### src/rtl/seven_segment_scan_driver.sv
// seven_segment_scan_driver
//   Time-multiplexed driver for NUM_DIGITS common-anode seven-segment digits
//   that share one segment bus. A packed nibble value is captured into a
//   shadow register on load. It is promoted to the active register only when
//   the scan wraps back to digit 0, so a displayed frame never mixes old and
//   new digits. One digit is lit per refresh slot. Each slot begins with one
//   dead cycle (all anodes off) to suppress ghosting.
//
//   Optional feature macro: SSD_LEADING_ZERO_BLANK_EN
//     Defined   : leading zero digits (i>0, this and all higher nibbles == 0)
//                 are shown blank. Their decimal point still follows dp.
//     Undefined : every digit is decoded as-is.
//
// Ports
//   clk        in   system clock
//   rst        in   asynchronous active-high reset
//   load       in   one-cycle strobe, captures value/dp_in
//   value      in   packed nibbles, nibble i = digit i (digit 0 rightmost)
//   dp_in      in   decimal point request per digit, 1 = lit
//   hex_mode   in   1 = show 10-15 as A b C d E F, 0 = show them blank
//   blank      in   1 = all anodes off, scan keeps running
//   seg        out  {g,f,e,d,c,b,a}, active-low
//   dp         out  decimal point, active-low
//   an         out  digit enables, active-low, at most one low
//   frame_done out  one-cycle pulse in the cycle after the scan wraps
module seven_segment_scan_driver #(
  parameter int NUM_DIGITS  = 4,
  parameter int REFRESH_DIV = 50000
) (
  input  logic                    clk,
  input  logic                    rst,
  input  logic                    load,
  input  logic [4*NUM_DIGITS-1:0] value,
  input  logic [NUM_DIGITS-1:0]   dp_in,
  input  logic                    hex_mode,
  input  logic                    blank,
  output logic [6:0]              seg,
  output logic                    dp,
  output logic [NUM_DIGITS-1:0]   an,
  output logic                    frame_done
);

  localparam int PW = (REFRESH_DIV > 1) ? $clog2(REFRESH_DIV) : 1;
  localparam int IW = (NUM_DIGITS > 1) ? $clog2(NUM_DIGITS) : 1;

  localparam logic [PW-1:0] PRESC_LAST = PW'(REFRESH_DIV - 1);
  localparam logic [IW-1:0] IDX_LAST   = IW'(NUM_DIGITS - 1);

  localparam logic [6:0] SEG_OFF = 7'h7F;

  // Scan state
  logic [PW-1:0] presc;
  logic [IW-1:0] idx;

  // Double-buffered display data
  logic [4*NUM_DIGITS-1:0] shadow;
  logic [NUM_DIGITS-1:0]   shadow_dp;
  logic                    pending;
  logic [4*NUM_DIGITS-1:0] active;
  logic [NUM_DIGITS-1:0]   active_dp;

  logic          tick;
  logic          wrap;
  logic [IW-1:0] idx_next;
  logic          lit;
  logic [3:0]    cur_nib;
  logic          cur_dp;
  logic [6:0]    cur_seg;
  logic [NUM_DIGITS-1:0] an_sel;
  logic [NUM_DIGITS-1:0] lz_mask;

  // Active-low glyph decoder. 10-15 are only shown when hex is set.
  function automatic logic [6:0] decode(input logic [3:0] nib, input logic hex);
    logic [6:0] g;
    g = SEG_OFF;
    case (nib)
      4'h0: g = 7'b1000000;
      4'h1: g = 7'b1111001;
      4'h2: g = 7'b0100100;
      4'h3: g = 7'b0110000;
      4'h4: g = 7'b0011001;
      4'h5: g = 7'b0010010;
      4'h6: g = 7'b0000010;
      4'h7: g = 7'b1111000;
      4'h8: g = 7'b0000000;
      4'h9: g = 7'b0010000;
      4'hA: g = hex ? 7'b0001000 : SEG_OFF;
      4'hB: g = hex ? 7'b0000011 : SEG_OFF;
      4'hC: g = hex ? 7'b1000110 : SEG_OFF;
      4'hD: g = hex ? 7'b0100001 : SEG_OFF;
      4'hE: g = hex ? 7'b0000110 : SEG_OFF;
      4'hF: g = hex ? 7'b0001110 : SEG_OFF;
      default: g = SEG_OFF;
    endcase
    return g;
  endfunction

  assign tick     = (presc == PRESC_LAST);
  assign wrap     = tick && (idx == IDX_LAST);
  assign idx_next = (idx == IDX_LAST) ? '0 : idx + 1'b1;

  // The registered outputs for the edge that ends a slot are the dead cycle,
  // so a digit is only driven when no tick is in progress and not blanked.
  assign lit = !tick && !blank;

  assign cur_nib = active[{idx, 2'b00} +: 4];
  assign cur_dp  = active_dp[idx];
  assign an_sel  = ~(NUM_DIGITS'(1) << idx);

`ifdef SSD_LEADING_ZERO_BLANK_EN
  // lz_mask[i] = 1 when nibble i and every nibble above it are zero.
  // Digit 0 is never suppressed so a zero value still shows one '0'.
  always_comb begin
    lz_mask = '0;
    for (int i = NUM_DIGITS - 1; i >= 1; i--) begin
      if (i == NUM_DIGITS - 1)
        lz_mask[i] = (active[4*i +: 4] == 4'h0);
      else
        lz_mask[i] = (active[4*i +: 4] == 4'h0) && lz_mask[i+1];
    end
  end
`else
  assign lz_mask = '0;
`endif

  assign cur_seg = lz_mask[idx] ? SEG_OFF : decode(cur_nib, hex_mode);

  always_ff @(posedge clk or posedge rst) begin
    if (rst) begin
      presc      <= '0;
      idx        <= '0;
      shadow     <= '0;
      shadow_dp  <= '0;
      pending    <= 1'b0;
      active     <= '0;
      active_dp  <= '0;
      seg        <= SEG_OFF;
      dp         <= 1'b1;
      an         <= '1;
      frame_done <= 1'b0;
    end else begin
      // Refresh prescaler and digit index
      if (tick) begin
        presc <= '0;
        idx   <= idx_next;
      end else begin
        presc <= presc + 1'b1;
      end

      // Shadow capture; the last load before a wrap wins
      if (load) begin
        shadow    <= value;
        shadow_dp <= dp_in;
      end

      // Frame-atomic promotion. A load coinciding with the wrap bypasses the
      // shadow so the new frame shows it immediately and nothing stays pending.
      if (wrap) begin
        pending <= 1'b0;
        if (load) begin
          active    <= value;
          active_dp <= dp_in;
        end else if (pending) begin
          active    <= shadow;
          active_dp <= shadow_dp;
        end
      end else if (load) begin
        pending <= 1'b1;
      end

      frame_done <= wrap;

      // Outputs for the current index; all off on dead or blanked cycles
      if (lit) begin
        an  <= an_sel;
        seg <= cur_seg;
        dp  <= ~cur_dp;
      end else begin
        an  <= '1;
        seg <= SEG_OFF;
        dp  <= 1'b1;
      end
    end
  end

endmodule
### config.mk
export PLATFORM = sky130hd
export DESIGN_NAME = seven_segment_scan_driver
export DESIGN_NICKNAME = d
export VERILOG_FILES = /design/src/rtl/seven_segment_scan_driver.sv
export SDC_FILE = /design/constraint.sdc
export NUM_CORES = 1
export LEC_CHECK = 0
export ABC_AREA = 1
export ABC_CLOCK_PERIOD_IN_PS = 5200
export CORE_MARGIN = 5
export CORE_UTILIZATION = 44
export DETAILED_ROUTE_END_ITERATION = 10
export GPL_TIMING_DRIVEN = 0
export PLACE_DENSITY = 0.76
export SETUP_SLACK_MARGIN = 0.4
export SYNTH_ARGS = -nofsm -noshare
export SYNTH_HDL_FRONTEND = slang
export SYNTH_SLANG_ARGS = --single-unit
### constraint.sdc
create_clock -name clk -period 5.2 [get_ports clk]
set_input_delay 1.3 -clock clk [delete_from_list [all_inputs] [get_ports clk]]
set_output_delay 1.3 -clock clk [all_outputs]
set_load 0.01 [all_outputs]
==> impl_metrics.yaml <==
run_status:
  outcome: "completed"
place:
  globalplace.congestion: 0.851
  dp_hpwl_um: 5160
  place_area_um2: 3980
  portBuffers: 37
  dp.cells: 576
grt:
  grt_overflow_total: 0
  antenna_found_initial: 0
  grt.total_usage: 0.151
  grt_start_max_net_pins: 73
  grt_pass1_vias: 2849
  grt_pass1_wl_um: 12100
cells_and_area:
  finish.instance_area_um2: 4150
  layout.cells.non_filler: 592
  layout_common_cells: "nand2_1 (181), dfrtp_1 (60), nand3_1 (45)"
  fin_nets: 515
  final_common_cell: "nand2_1"
  area_growth_pct: 19.3
  drive_gt1_frac: 0.114
  insertedDiodeCount: 0
setup_path:
  slowest_stage: "clkdlybuf4s50_1"
  required_ns: 3.90
  reg2reg_slack_ns: 3.53
  end_kind: "primary output"
  cp_max_fo: 1
  worstSetupPathDepth: 1
  reg2reg_depth: 9
  start_kind: "flip-flop"
  slowest_delay_ns: 0.53
  critPathKind: "reg2out"
  crit_family: "buffers and inverters"
  crit_arrival_ns: 1.38
  crit_buf_inv: 1
  crit_chain: "clkdlybuf4s50_1"
yosys:
  synth-adder-area-share: 0.0180
  synth-edff-count: 0
  muxShareOfSynthArea: 0
  synth_seq_cells: 72
  synth_cells: 437
  synth.area.top_cells: "dfrtp_1 (43%), nand2_1 (20%), dfstp_2 (9.1%), nand3_1 (6.5%), nor2_1 (3.6%)"
  synth_area_um2: 3480
  ys.flop_type: "dfrtp_1"
  synth_xor_area_frac: 0.0151
  synth_top_family_by_area: "simple AND/OR/NAND/NOR gates"
  synth_cell_types: 30
  synth_seq_area_share: 0.522
  synth_top_area_share: 0.431
  yosys.area_share.simple: 0.350
  syn_avg_cell_area_um2: 7.96
  ys_warn_count: 0
  syn-num-nets: 467
  synthArstFlopShare: 1.00
  synth_top_area_cell: "dfrtp_1"
  synth_compound_area_frac: 0.0327
clock_network:
  clock_latency_ns: 0.34
  ctsHoldBuffers: 0
  numCtsBuffers: 9
  cts_resized: 0
  cts.sinks: 72
  cts_tree: "built"
  cts_setup_buffers: 0
  cts.path.max_buffers: 2
  htreeDepth: 3
  clk_pin_slew_ns: 0.07
  root_buffer: "clkbuf_8"
route:
  routed.top_layer: "met4"
  dr_total_vias: 2908
  wl_met3_um: 266
  wl_met1_um: 3210
  drt_pass1_iterations: 4
  drc: 0
  wl_met2_um: 3220
  drt_iter0_markers: 120
  wire_per_inst_um: 11.6
  via_per_inst: 4.91
  ant_nets: 0
  drt_wl_total_um: 6860
pwr:
  power_density_nw_per_um2: 249
  power_uw: 1030
  leakagePower_uw: 0.00216
  peakVddDrop_mv: 0.102
floorplanning:
  die_w_um: 98.9
  fp.dieH_um: 98.9
  ios: 38
  num_rows: 32
  start_util: 0.450
  design.die.area_um2: 9790
  core-area_um2: 7730
timing:
  rsz0062_at_grt: "false"
  worstMarginPinSlew_ns: 0.841
  hold_violations: 0
  period_share: 0.516
  setup_viol: 0
  fmax_mhz: 373
  relSlewSlack: 0.439
  period_minus_slack_ns: 2.68
  fin_skew_ns: 0.00921
  setup_tns_ns: 0
  slew_violations: 0
min_path:
  hold_path_depth: 2
  hp-class: "reg2reg"
job:
  drv_cap: 0
path summary, 6_finish.rpt:
kind | start | end
max | seg[4] | seg[4]
max reg2reg | presc[0] | presc[14]
max in group asynchronous | rst | presc[1]
min in group asynchronous | rst | frame_done
min | shadow[6] | shadow[6]
min reg2reg | shadow[6] | shadow[6]
synthesized netlist by cell type (all sizes together) (2+ instances only):
master and number:
nand3 46, nor3 3, o21ai 14, ha 5, nor2 36, dfrtp 60
inv 31, nor4 2, dfstp 12, xor2 6, nand2 184, a21oi 6
buf 11, clkbuf 4, nand4 12
registers in the layout (all words and copies together), names as in the netlist:
name and count:
active_dp 4, shadow 16, shadow_dp 4, seg 7, presc 16, frame_done 1, an 4, idx 2
dp 1, pending 1, active 16
metrics by stage:
step	setup WS [ns]	hold WS [ns]	util
floorplan	2.09	0.432	-
global placement	1.00	0.456	0.515
detailed placement	2.54	0.459	0.515
CTS	2.49	0.478	0.537
global route	2.48	0.501	0.537
finish	2.52	0.471	0.537
power by group:
group          total, uW  switching (uW)  leakage, uW  internal (uW)
Combinational       63.5            34.5      0.00116           28.9
Clock                387             205    0.0000878            182
Sequential           583            4.30     0.000909            578
logic make-up (layout without fill, tap and decap cells):
kind of cell | Yosys count | after routing
buffers and inverters | 47 | 100
xor gates and xnor gates | 6 | 6
adders and majority gates | 5 | 5
AOI/OAI and AO/OA | 22 | 22
and+or+nand+nor | 285 | 285
DFF | 72 | 72
layout make-up:
cell class	instances	area, um2
Fill cell	717	3570
Sequential cell	72	1820
Multi-Input combinational cell	318	1450
Timing Repair Buffer	37	370
Clock buffer	10	138
Tap cell	102	128
Inverter	32	124
Buffer	15	96.3
Clock inverter	6	35.0
per-layer routing:
layer / up-vias / GRT usage
li1: 1489 / -
met1: 1334 / 0.195
met5: - / 0
met3: 16 / 0.0248
met2: 69 / 0.244
met4: 0 / 0.0756
(Power assumes the default switching activity.)
